$ cat config.mk
export PLATFORM = sky130hd
export DESIGN_NAME = btn_scan_encoder_flat
export DESIGN_NICKNAME = d
export VERILOG_FILES = /design/src/rtl/btn_pkg.sv /design/src/rtl/btn_scan_encoder_if.sv /design/src/rtl/btn_debounce_ch.sv /design/src/rtl/btn_scan_encoder.sv /design/src/flat_wrapper.sv
export SDC_FILE = /design/constraint.sdc
export NUM_CORES = 1
export LEC_CHECK = 0
export CAP_MARGIN = 20
export CORE_ASPECT_RATIO = 1.2
export CORE_UTILIZATION = 50
export DETAILED_ROUTE_END_ITERATION = 16
export GPL_TIMING_DRIVEN = 0
export PLACE_DENSITY = 0.73
export REMOVE_ABC_BUFFERS = 1
export SYNTH_ARGS = -nofsm -noshare
export SYNTH_HDL_FRONTEND = slang
export SYNTH_HIERARCHICAL = 1
export SYNTH_SLANG_ARGS = --single-unit
$ cat constraint.sdc
create_clock -name clk -period 4.2 [get_ports clk]
set_input_delay 0.84 -clock clk [delete_from_list [all_inputs] [get_ports clk]]
set_output_delay 0.84 -clock clk [all_outputs]
set_load 0.1 [all_outputs]
$ cat src/rtl/btn_pkg.sv
// Shared constants, FSM state type and encode helpers for the button scan encoder.
package btn_pkg;

  localparam int unsigned NUM_BTN = 8;
  localparam int unsigned IDX_W   = 3;
  localparam int unsigned POP_W   = 4;

  typedef enum logic [1:0] {
    IDLE    = 2'd0,
    PRESSED = 2'd1,
    RELEASE = 2'd2
  } btn_state_e;

  // Highest set bit wins; bit 7 maps to index 0.
  function automatic logic [IDX_W-1:0] prio_idx(input logic [NUM_BTN-1:0] lvl);
    logic [IDX_W-1:0] r;
    r = '0;
    for (int unsigned i = 0; i < NUM_BTN; i++) begin
      if (lvl[i]) r = IDX_W'(NUM_BTN - 1 - i);
    end
    return r;
  endfunction

  function automatic logic [POP_W-1:0] popcount(input logic [NUM_BTN-1:0] lvl);
    logic [POP_W-1:0] c;
    c = '0;
    for (int unsigned i = 0; i < NUM_BTN; i++) begin
      c = c + POP_W'(lvl[i]);
    end
    return c;
  endfunction

endpackage

$ cat src/rtl/btn_scan_encoder_if.sv
// Button pins in, debounced level / encoded index / strobes out.
interface btn_scan_encoder_if;
  import btn_pkg::*;

  logic [NUM_BTN-1:0] btn;
  logic [NUM_BTN-1:0] btn_level;
  logic [IDX_W-1:0]   idx;
  logic               idx_valid;
  logic               press_pulse;
  logic               release_pulse;
  logic               multi;

  modport master (
    output btn,
    input  btn_level, idx, idx_valid, press_pulse, release_pulse, multi
  );

  modport slave (
    input  btn,
    output btn_level, idx, idx_valid, press_pulse, release_pulse, multi
  );

endinterface

$ cat src/rtl/btn_debounce_ch.sv
// One button channel: pin polarity, 2-flop synchronizer, tick-sampled history, debounced level.
// Optional BTN_ACTIVE_LOW_EN: pin low means pressed.
module btn_debounce_ch #(
  parameter int unsigned STABLE_SAMPLES = 4
) (
  input  logic clk,
  input  logic rst_n,
  input  logic tick_i,
  input  logic btn_i,
  output logic level_o
);

  logic                      pin_c;
  logic                      sync1_q, sync2_q;
  logic [STABLE_SAMPLES-1:0] hist_q, hist_d;
  logic                      level_q, level_d;

`ifdef BTN_ACTIVE_LOW_EN
  assign pin_c = ~btn_i;
`else
  assign pin_c = btn_i;
`endif

  // Level only moves once every sample in the window agrees on the new value.
  always_comb begin
    hist_d  = hist_q;
    level_d = level_q;
    if (tick_i) hist_d = STABLE_SAMPLES'({hist_q, sync2_q});
    if ((&hist_q) && !level_q) level_d = 1'b1;
    if (!(|hist_q) && level_q) level_d = 1'b0;
  end

  always_ff @(posedge clk or negedge rst_n) begin
    if (!rst_n) begin
      sync1_q <= 1'b0;
      sync2_q <= 1'b0;
      hist_q  <= '0;
      level_q <= 1'b0;
    end else begin
      sync1_q <= pin_c;
      sync2_q <= sync1_q;
      hist_q  <= hist_d;
      level_q <= level_d;
    end
  end

  assign level_o = level_q;

endmodule

$ cat src/rtl/btn_scan_encoder.sv
// Debounced 8-button scanner with priority index latch and press/release strobes.
// Optional BTN_ACTIVE_LOW_EN (in btn_debounce_ch): active-low button pins.
module btn_scan_encoder
  import btn_pkg::*;
#(
  parameter int unsigned TICK_DIV       = 50000,
  parameter int unsigned STABLE_SAMPLES = 4
) (
  input  logic              clk,
  input  logic              rst_n,
  btn_scan_encoder_if.slave bus
);

  localparam int unsigned CNT_W = (TICK_DIV > 1) ? $clog2(TICK_DIV) : 1;

  logic [CNT_W-1:0]   cnt_q, cnt_d;
  logic               tick_c;
  logic [NUM_BTN-1:0] level_c;

  btn_state_e         state_q, state_d;
  logic [IDX_W-1:0]   idx_q, idx_d;
  logic               idx_valid_q, idx_valid_d;
  logic               press_q, press_d;
  logic               release_q, release_d;
  logic               multi_q, multi_d;

  // Sample tick shared by all channels.
  assign tick_c = (cnt_q == CNT_W'(TICK_DIV - 1));
  assign cnt_d  = tick_c ? '0 : cnt_q + CNT_W'(1);

  for (genvar g = 0; g < NUM_BTN; g++) begin : g_ch
    btn_debounce_ch #(
      .STABLE_SAMPLES(STABLE_SAMPLES)
    ) u_ch (
      .clk    (clk),
      .rst_n  (rst_n),
      .tick_i (tick_c),
      .btn_i  (bus.btn[g]),
      .level_o(level_c[g])
    );
  end

  // Index is captured only on the IDLE->PRESSED edge and held otherwise.
  always_comb begin
    state_d     = state_q;
    idx_d       = idx_q;
    idx_valid_d = 1'b0;
    press_d     = 1'b0;
    release_d   = 1'b0;
    multi_d     = (popcount(level_c) > POP_W'(1));
    case (state_q)
      IDLE: begin
        if (level_c != '0) begin
          state_d = PRESSED;
          idx_d   = prio_idx(level_c);
          press_d = 1'b1;
        end
      end
      PRESSED: begin
        if (level_c == '0) begin
          state_d   = RELEASE;
          release_d = 1'b1;
        end
      end
      RELEASE: state_d = IDLE;
      default: state_d = IDLE;
    endcase
    idx_valid_d = (state_d == PRESSED);
  end

  always_ff @(posedge clk or negedge rst_n) begin
    if (!rst_n) begin
      cnt_q       <= '0;
      state_q     <= IDLE;
      idx_q       <= '0;
      idx_valid_q <= 1'b0;
      press_q     <= 1'b0;
      release_q   <= 1'b0;
      multi_q     <= 1'b0;
    end else begin
      cnt_q       <= cnt_d;
      state_q     <= state_d;
      idx_q       <= idx_d;
      idx_valid_q <= idx_valid_d;
      press_q     <= press_d;
      release_q   <= release_d;
      multi_q     <= multi_d;
    end
  end

  assign bus.btn_level     = level_c;
  assign bus.idx           = idx_q;
  assign bus.idx_valid     = idx_valid_q;
  assign bus.press_pulse   = press_q;
  assign bus.release_pulse = release_q;
  assign bus.multi         = multi_q;

endmodule

$ cat src/flat_wrapper.sv
// flat-port wrapper written by rule: the top's interface ports become plain ports
module btn_scan_encoder_flat import btn_pkg::*;
#(
  parameter int unsigned TICK_DIV       = 50000,
  parameter int unsigned STABLE_SAMPLES = 4
)
  (clk, rst_n, bus_btn, bus_btn_level, bus_idx, bus_idx_valid, bus_press_pulse, bus_release_pulse, bus_multi);
  btn_scan_encoder_if bus_i ();
  input  logic clk;
  input  logic rst_n;
  input wire logic [$bits(bus_i.btn)-1:0] bus_btn;
  output wire logic [$bits(bus_i.btn_level)-1:0] bus_btn_level;
  output wire logic [$bits(bus_i.idx)-1:0] bus_idx;
  output wire logic [$bits(bus_i.idx_valid)-1:0] bus_idx_valid;
  output wire logic [$bits(bus_i.press_pulse)-1:0] bus_press_pulse;
  output wire logic [$bits(bus_i.release_pulse)-1:0] bus_release_pulse;
  output wire logic [$bits(bus_i.multi)-1:0] bus_multi;
  assign bus_i.btn = bus_btn;
  assign bus_btn_level = bus_i.btn_level;
  assign bus_idx = bus_i.idx;
  assign bus_idx_valid = bus_i.idx_valid;
  assign bus_press_pulse = bus_i.press_pulse;
  assign bus_release_pulse = bus_i.release_pulse;
  assign bus_multi = bus_i.multi;
  btn_scan_encoder #(.TICK_DIV(TICK_DIV), .STABLE_SAMPLES(STABLE_SAMPLES)) u_core (.clk(clk), .rst_n(rst_n), .bus(bus_i));
endmodule
==> Flow_metrics.wiki <==
{| class="wikitable"
! Metric !! Value
|-
| Fraction of final layout cells sized beyond drive strength 1 || 0.1139
|-
| Power per cell area || 369.8 mW/mm^2
|-
| Final-stage net count || 296
|-
| Number of buffers created by CTS || 9
|-
| Type of the worst min-delay path || flop to flop
|-
| Fin area || 0.003913 mm^2
|-
| Commonest cells post-synth || 81 x sky130_fd_sc_hd__dfrtp_1, 32 x sky130_fd_sc_hd__mux2_1, 17 x sky130_fd_sc_hd__nand2_1, 16 x sky130_fd_sc_hd__nor2_1, 15 x sky130_fd_sc_hd__inv_1
|-
| Endpoints failing hold || 0
|-
| DIE HEIGHT || 90.80 um
|-
| Setup Crit Path Kind || flop to flop
|-
| Fmax || 0.3139 GHz
|-
| Total GRT Usage || 0.1643
|-
| Area of the core region || 0.006406 mm^2
|-
| Area after detailed placement || 0.003684 mm^2
|-
| Worst hold path stage count || 0
|-
| Clock latency at the later pin of the worst-skew pair || 0.35 ns
|-
| CP Data Required Time || 4.41 ns
|-
| Pin count of the biggest net entering global routing || 54
|-
| Xor-xnor portion of the synthesized cell area || 0.03199
|-
| Pin slew with the least headroom to its limit || 0.9722 ns
|-
| Fin Clk Skew || 0.009859 ns
|-
| Die outline area || 0.006901 mm^2
|-
| Total of endpoints with negative setup slack in the final report || 0
|-
| Placement-stage worst setup slack || 1.041 ns
|-
| Sink of the worst hold path || u_core/g_ch[7].u_ch/sync2_q
|-
| Reg-to-reg startpoint || u_core/g_ch[0].u_ch/level_o
|-
| Max Fanout on Critical Path || 5
|-
| FILL cells || 516
|-
| Run status || complete, no violations
|-
| Setup repair bufs after CTS || 0
|-
| Post-route clock period utilization || 0.7586
|-
| Largest family of logic cells by synthesized area || multiplexers
|-
| Leakage power || 1.925 nW
|-
| Mux contribution to synthesized area || 0.1142
|-
| Post-route non-filler standard cell count || 366
|-
| Ant diodes || 0
|-
| Final setup TNS || 0 ns
|-
| Adder-Cell Fraction of Synth Area || 0.04722
|-
| Total Wirelength || 4927 um
|-
| Number of synthesis warnings || 6
|-
| Flop-to-flop setup slack || 1.01 ns
|-
| Initial Utilization || 0.5129
|-
| Max-capacitance violation count || 0
|-
| Routed Antenna Nets || 0
|-
| TritonCTS clock tree || built
|-
| Main flop type after synthesis || sky130_fd_sc_hd__dfrtp_1
|-
| Max-slew violation count || 0
|-
| Post-synthesis async set-or-reset flop share || 1.000
|-
| Minimum period implied by the final worst setup slack || 3.186 ns
|-
| Leading area contributor after synthesis || sky130_fd_sc_hd__dfrtp_1
|-
| I/O pins || 25
|-
| Final Worst Setup Slack || 1.014 ns
|-
| Placement row count || 32
|-
| Maximum level of the CTS H-tree || 3
|-
| R2R depth || 12
|-
| Number of detailed-routing iterations run before antenna repair || 4
|-
| Number of instances in the synthesized netlist || 238
|-
| Avg Inst Size Synth || 13.81 um^2
|-
| Die X-Extent || 76 um
|-
| Normalized max-slew margin || 0.3499
|-
| Initial antenna violation count || 0
|-
| Complex-gate fraction of the synthesized area || 0.06245
|-
| Top area cells in the synthesized netlist || sky130_fd_sc_hd__dfrtp_1 62%, sky130_fd_sc_hd__mux2_1 11%, sky130_fd_sc_hd__o41ai_2 4.0%, sky130_fd_sc_hd__fa_1 2.4%, sky130_fd_sc_hd__ha_1 2.3%
|-
| Yosys top cell area share || 0.6169
|-
| Unrepaired setup endpoints after global routing || false
|-
| PortBufs || 24
|-
| Weighted congestion reported at the end of routability-driven placement || 0.7380
|-
| Detailed-placement wirelength estimate || 3292 um
|-
| CTS hold repair buffers || 0
|-
| Distinct cells, synth || 29
|-
| Average wire length per cell after detail routing || 13.46 um
|-
| CTS root buf || sky130_fd_sc_hd__clkbuf_8
|-
| Global-route wire length before repair || 8618 um
|-
| Setup crit end kind || flop
|-
| DRC || 0
|-
| Leading cell type by number of instances after synthesis || sky130_fd_sc_hd__dfrtp_1
|-
| Arrival time at the worst endpoint || 3.40 ns
|-
| Worst vdd ir || 0.2717 mV
|-
| Violation count after the first detailed-routing iteration || 105
|-
| Resized Gates After CTS || 0
|-
| Number of clock sinks seen by CTS || 81
|-
| Register clock-pin slew on the reported worst setup and hold paths || 0.09 ns
|-
| Placed instance count || 350
|-
| Hold path startpoint || u_core/g_ch[7].u_ch/sync1_q
|-
| Via count of the first global-routing pass || 1894
|-
| Sequential share of the synthesized area || 0.6169
|-
| Worst hold slack || 0.3494 ns
|-
| Per-cell via count in the routed design || 5.301
|-
| FF-to-FF End || u_core/bus.multi
|-
| FF+latch count, synth || 81
|-
| Synth Area in Simple Gates || 0.1101
|-
| Layout area overhead || 19.08%
|-
| Overflow after GRT || 0
|-
| Buffers from clock root to sink, at most || 2
|-
| Routed vias || 1940
|-
| Number of flops mapped to enable cells by yosys || 0
|-
| Summed instance area of the synthesized netlist || 0.003286 mm^2
|-
| CP Launch Type || flop
|}
[logic make-up after synthesis]
family | count (synthesis)
DFF | 81
and+or+nand+nor | 68
muxes | 33
AOI/OAI and AO/OA | 19
buffers and inverters | 15
xor gates and xnor gates | 12
adders and majority gates | 10
[stage by stage]
| step | power, W | util |
|---|---|---|
| after floorplan | 0.0008039 | - |
| after global placement | 0.0008273 | 0.5670 |
| after detailed placement | 0.0008306 | 0.5750 |
| after CTS | 0.001470 | 0.6107 |
| after global routing | 0.001502 | 0.6107 |
| final | 0.001447 | 0.6107 |
[power by group]
part	switching (W)	leakage [nW]	internal, W
registers	0.00000162	1.08	0.000787
clock network	0.000281	0.116	0.000353
logic	0.0000153	0.728	0.00000972
total	0.000297	1.93	0.00115
[worst max-delay path, stage by stage (launching register included)]
cell                      delay, ns
sky130_fd_sc_hd__dfrtp_1       0.46
sky130_fd_sc_hd__fa_1          0.56
sky130_fd_sc_hd__inv_1         0.05
sky130_fd_sc_hd__fa_1          0.50
sky130_fd_sc_hd__fa_1          0.42
sky130_fd_sc_hd__inv_1         0.07
sky130_fd_sc_hd__ha_1          0.16
sky130_fd_sc_hd__inv_1         0.06
sky130_fd_sc_hd__fa_1          0.38
sky130_fd_sc_hd__nor2_1        0.10
sky130_fd_sc_hd__nand2_1       0.05
sky130_fd_sc_hd__a21oi_1       0.10
sky130_fd_sc_hd__o21ai_0       0.13
[routing by layer]
metal,track usage,wire length (um),vias up
met4,0.09135,119,0
li1,-,-,919
met3,0.06061,150,10
met2,0.2485,2400,25
met1,0.2045,2257,986
met5,0,0,-
[worst max-delay path by stage]
| stage | end | startpoint | slack, ns | cells after the start |
|---|---|---|---|---|
| floorplan | u_core/bus.multi | u_core/g_ch[3].u_ch/level_o | 0.72 | 12 |
| global placement | u_core/g_ch[4].u_ch/sync1_q | rst_n | -0.47 | 1 |
| detailed placement | u_core/bus.multi | u_core/g_ch[0].u_ch/level_o | 1.04 | 12 |
| CTS | u_core/bus.multi | u_core/g_ch[0].u_ch/level_o | 1.02 | 12 |
| global route | u_core/bus.multi | u_core/g_ch[0].u_ch/level_o | 0.86 | 12 |
| finish | u_core/bus.multi | u_core/g_ch[0].u_ch/level_o | 1.01 | 12 |
[final cells by class]
| class | instances | area [um^2] | share of cell area |
|---|---|---|---|
| flip-flops and latches | 81 | 2027 | 0.5181 |
| multi-input cells | 142 | 1202 | 0.3073 |
| repair buffers | 27 | 291.5 | 0.07451 |
| clock buffers | 10 | 137.6 | 0.03518 |
| well taps | 85 | 106.4 | 0.02718 |
| clock inverters | 6 | 91.34 | 0.02335 |
| inverters | 15 | 56.30 | 0.01439 |
[cell usage in the layout (no fill, tap or decap), types with 2 or more instances in the layout]
master	instances
sky130_fd_sc_hd__a21oi_1	3
sky130_fd_sc_hd__and3b_1	2
sky130_fd_sc_hd__bufinv_16	2
sky130_fd_sc_hd__clkbuf_8	10
sky130_fd_sc_hd__clkdlybuf4s50_1	23
sky130_fd_sc_hd__clkinv_4	3
sky130_fd_sc_hd__dfrtp_1	81
sky130_fd_sc_hd__fa_1	4
sky130_fd_sc_hd__ha_1	6
sky130_fd_sc_hd__inv_1	15
sky130_fd_sc_hd__mux2_1	32
sky130_fd_sc_hd__nand2_1	17
sky130_fd_sc_hd__nand3_1	6
sky130_fd_sc_hd__nand4_1	12
sky130_fd_sc_hd__nor2_1	16
sky130_fd_sc_hd__nor2b_1	2
sky130_fd_sc_hd__nor3_1	5
sky130_fd_sc_hd__nor4_1	3
sky130_fd_sc_hd__o21ai_0	3
sky130_fd_sc_hd__o41ai_2	8
sky130_fd_sc_hd__xnor2_1	7
sky130_fd_sc_hd__xor2_1	5
[sequential cells by signal, indices dropped and copies added (netlist names)]
register / cells
u_core/state_q: 2
u_core/g_ch.u_ch/level_o: 8
u_core/g_ch.u_ch/sync2_q: 8
u_core/bus.press_pulse: 1
u_core/bus.idx: 3
u_core/bus.release_pulse: 1
u_core/cnt_q: 16
u_core/bus.multi: 1
u_core/bus.idx_valid: 1
u_core/g_ch.u_ch/hist_q: 32
u_core/g_ch.u_ch/sync1_q: 8
Power figures use the tool's default switching activity.
==> edit 1, RTL diff (same settings) <==
Encoding of `btn_state_e`: now one-hot (3 bits for 3 states).
--- a/src/rtl/btn_pkg.sv
+++ b/src/rtl/btn_pkg.sv
@@ -5,10 +5,10 @@
   localparam int unsigned IDX_W   = 3;
   localparam int unsigned POP_W   = 4;
 
-  typedef enum logic [1:0] {
-    IDLE    = 2'd0,
-    PRESSED = 2'd1,
-    RELEASE = 2'd2
+  typedef enum logic [2:0] {
+    IDLE    = 3'b001,
+    PRESSED = 3'b010,
+    RELEASE = 3'b100
   } btn_state_e;
 
   // Highest set bit wins; bit 7 maps to index 0.
Formal check against the unedited RTL: no difference found for any inputs over 10 cycles, from zero or initial values and one cycle with rst_n low; not proved beyond that.
==> edit 1 against the original RTL <==
Setup slack improved by 0.084 ns; hold slack lost 0.0013 ns; sequential share of layout area is 0.14 points higher; wire length increased by 1.7%; area after synthesis up 2.3%; combinational power is essentially flat; cell area grew 1.0%; non-clock buffer count stayed put; core utilization increased by 0.24 points; clock skew barely moved; final cell count increased by 1.9%; power is 4.7% lower; sequential cell count is 1 higher; fmax grew 2.7%; largest cell class unchanged.
==> edit 1: results (changes against the original RTL) <==
Final Skew 0.00946 ns (-0.000401 ns); largest net degree at the start of global routing 55 (+1.9%); GRT Util Overall 0.172 (+0.00733); Worst Hold Launch u_core/g_ch[2].u_ch/sync1_q; initial drt markers 97 (-7.6%); Worst Hold Slack 0.348 ns (-0.00126 ns); Worst Tran Pin Value 0.963 ns (-0.00870 ns); vias in the first global route 1948 (+2.9%); share of cells above drive strength 1 0.118 (+0.00418); Worst IR Drop VDD 0.201 mV (-26%); number of failing hold endpoints at the final stage 0 (unchanged); outcome completed; Pre-Repair DR Iteration Count 4 (unchanged); Num CTS Buffers 9 (unchanged); Setup violations, final 0 (unchanged); Placed Instances 357 (+2.0%); largest registers u_core/g_ch.u_ch/hist_q x32, u_core/cnt_q x16; Synth cell types 34 (+17%); Mapped Avg Cell Area 13.7 sq um (-0.60%); RD Place Congestion 0.745 (+0.95%); worst hold endpoint u_core/g_ch[2].u_ch/sync2_q; WHS Path Cells 0 (unchanged); register area share after synthesis 0.611 (-0.00619); Worst R2R End u_core/bus.multi; initial antenna violation count 0 (unchanged); synth cell count leaders dfrtp_1 (81), mux2_1 (32), nand2_1 (17); r2r worst-path depth 12 (unchanged); Synth area leaders dfrtp_1 (60%), mux2_1 (11%), o41ai_2 (3.9%); CP startpoint u_core/g_ch[0].u_ch/level_o; clock slew at reported path FFs 0.08 ns; Gates resized, CTS repair 0 (unchanged); first-pass GRT wire length 9170 um (+6.4%); post-detail-place hpwl 3440 um (+4.6%); final wirelength 5010 um (+1.7%); # Post-CTS Setup Buffers 0 (unchanged); Layout Cells excl Fill 373 (+1.9%); Top delay family on crit path adder cells; arrival time at the worst endpoint 3.34 ns (-0.06 ns); vias per cell 5.31 (+0.20%); Lkg Pwr 0.00198 uW (+2.8%); nets@finish 303 (+2.4%); setup slack, reg-to-reg 1.10 ns (+0.08 ns)
[edit 1: power by group]
| part | total [uW] | switching, uW | leakage, uW | internal (uW) |
|---|---|---|---|---|
| clock network | 556 | 264 | 0.0000966 | 291 |
| registers | 798 | 1.69 | 0.00109 | 797 |
| logic | 25.1 | 15.4 | 0.000793 | 9.72 |
[edit 1: per-layer routing]
layer | part of all wire | track usage
met5 | 0 | 0
met1 | 0.47 | 0.225
met2 | 0.48 | 0.257
met4 | 0.023 | 0.0913
met3 | 0.031 | 0.0507
[edit 1: final cells by class]
cell class                      instances  area, sq um
Clock buffer                           12          145
Tap cell                               85          106
Clock inverter                          4         51.3
Sequential cell                        82         2050
Multi-Input combinational cell        149         1260
Timing Repair Buffer                   27          288
Inverter                               14         52.6
Fill cell                             505         2490
[edit 1: how the worst max path moves through the flow]
stage / to / slack [ns] / depth (start not counted)
final: u_core/bus.multi / 1.10 / 12
after global routing: u_core/bus.multi / 0.92 / 12
after CTS: u_core/bus.multi / 1.08 / 12
after detailed placement: u_core/bus.multi / 1.11 / 12
after global placement: u_core/g_ch[6].u_ch/hist_q[0] / -0.47 / 1
after floorplan: u_core/bus.multi / 0.72 / 12
[edit 1: cells by family (layout without fill, tap and decap cells)]
kind of cell             count (synthesis)  count (layout)  share of synthesized area
flip-flops                              82              82                      0.611
AND/OR/NAND/NOR                         72              72                      0.123
multiplexers                            32              32                      0.107
AO/OA/AOI/OAI                           21              21                     0.0610
XOR/XNOR                                14              14                     0.0365
buffers and inverters                   14              57                     0.0156
adder cells (fa/ha/maj)                 10              10                     0.0461
[edit 1: per-stage QoR]
step           total power, uW  TNS, ns  area, sq um
6_report                  1380        0         3950
3_5_place_dp               841        0         3760
5_1_grt                   1440        0         3950
3_3_place_gp               837   -37.29         3710
4_1_cts                   1410        0         3950
2_1_floorplan              814        0         3360
[edit 1: worst reg2reg max path, stage by stage, from the launching register on]
cell     delay (ns)
dfrtp_1        0.47
fa_1           0.56
inv_1          0.05
fa_1           0.49
fa_1           0.41
inv_1          0.07
ha_1           0.16
inv_1          0.05
fa_1           0.37
nor2_1         0.10
nand2_1        0.06
a21oi_1        0.11
o21ai_0        0.10
==> edit 2, RTL diff (same flow settings) <==
Made on the original files. The package constant `NUM_BTN` goes from 8 to 4.
--- a/src/rtl/btn_pkg.sv
+++ b/src/rtl/btn_pkg.sv
@@ -1,7 +1,7 @@
 // Shared constants, FSM state type and encode helpers for the button scan encoder.
 package btn_pkg;
 
-  localparam int unsigned NUM_BTN = 8;
+  localparam int unsigned NUM_BTN = 4;
   localparam int unsigned IDX_W   = 3;
   localparam int unsigned POP_W   = 4;
 
Ports: changed (resized bus_btn and bus_btn_level); port bits go from 25 to 17. The function was not compared with the original's and may differ.
==> edit 2 against the original RTL <==
Via count down 36%; critical path depth decreased by 11; setup slack improved by 0.40 ns; non-clock buffer count fell by 11; clock skew shrank 0.0044 ns; area after synthesis down 35%; cell area shrank 37%; power shrank 41%; first-iteration DRC count shrank 43%; hold slack better by 0.0034 ns; sequential cell count shrank 29; wire length is 33% lower; critical path type is now register to primary output; highest routed layer unchanged.
==> edit 2: results (changes against the original RTL) <==
synth cell count leaders dfrtp_1 (52), mux2_1 (16), nor2_1 (11); Max transition margin 0.287 (-0.0629); Int Power 686 uW (-40%); register area share after synthesis 0.611 (-0.00550); Lkg Pwr 0.00118 uW (-39%); largest registers u_core/cnt_q x16, u_core/g_ch.u_ch/hist_q x16; met2 wire len 1830 um (-24%); r2r worst-path depth 4 (-8); clk cell area share 0.0454 (-0.0131); M2 GR Usage 0.314 (+0.0657); Syn-to-layout area delta 15.3%; final wirelength 3300 um (-33%); Worst IR Drop VDD 0.255 mV (-6.2%); Synth Area in XOR/XNOR 0.0494 (+0.0174); initial drt markers 60 (-43%); vias in the first global route 1321 (-30%); setup slack, reg-to-reg 1.89 ns (+0.88 ns); Buffers on Ports 15 (-38%); met1 Use GR 0.188 (-0.0166); arrival time at the worst endpoint 1.95 ns (-1.45 ns); Final Skew 0.00542 ns (-0.00444 ns); met3 wire len 108 um (-28%); Slowest-stage cell, CP clkdlybuf4s50_1; Layout Cells excl Fill 229 (-37%); GRT Util Overall 0.179 (+0.0146); register share of total power 0.590 (+0.045); first-pass GRT wire length 5710 um (-34%); comb_multi_in 93 (-35%); post-place setup slack 1.75 ns (+0.713 ns); Placed Instances 221 (-37%); buffer share of cell area 0.0673 (-0.00720); layout inverter count without the clock tree 6 (-9); NetSw 170 uW (-43%); Worst Hold Slack 0.353 ns (+0.00341 ns); vias after detailed routing 1237 (-36%); nets@finish 184 (-38%); Crit Reg-Reg Startpoint u_core/cnt_q[0]; Comb power frac 0.022 (+0.005); Worst R2R End u_core/g_ch[2].u_ch/hist_q[1]; share of cells above drive strength 1 0.131 (+0.0175); adder-cell share of the synthesized area 0.0270 (-0.0202); Top delay family on crit path buffers and inverters; TritonCTS Sinks 52 (-36%); placed cell areas 2340 sq um (-36%); Worst Hold Launch u_core/g_ch[1].u_ch/sync1_q; routing usage on met3 0.0581 (-0.00251); Syn Inst Count 153 (-36%); largest net degree at the start of global routing 41 (-24%); # fillers 353 (-32%); crit-path max cell delay 1.18 ns (+0.62 ns); compound-gate portion of the synthesized area 0.0506 (-0.0119); outcome completed; Non-CTS buffers 16 (-41%); RD Place Congestion 0.744 (+0.77%); Num CTS Buffers 5 (-4); row cnt 25 (-22%)
edit 2: cell types whose count changed in the layout (fill, tap and decap cells not counted), sizes merged, moves of 3 or more:
cell           unedited run  this run
mux2                     33        18
o41ai                     9         4
clkbuf                   10         5
nor2                     16        12
ha                        6         3
clkinv                    4         1
nand4                    12         8
nand2                    17         6
inv                      15         6
dfrtp                    81        52
fa                        4         1
clkdlybuf4s50            23        14
edit 2: worst max-delay path by stage:
stage | cells after the start | from | slack, ns | end
2_1_floorplan | 4 | u_core/g_ch[0].u_ch/level_o | 2.01 | u_core/bus.idx[0]
3_3_place_gp | 1 | rst_n | 0.96 | u_core/g_ch[1].u_ch/sync1_q
3_5_place_dp | 1 | u_core/g_ch[3].u_ch/level_o | 1.75 | bus_btn_level[3]
4_1_cts | 1 | u_core/g_ch[3].u_ch/level_o | 1.40 | bus_btn_level[3]
5_1_grt | 1 | u_core/g_ch[3].u_ch/level_o | 1.35 | bus_btn_level[3]
6_report | 1 | u_core/g_ch[3].u_ch/level_o | 1.41 | bus_btn_level[3]
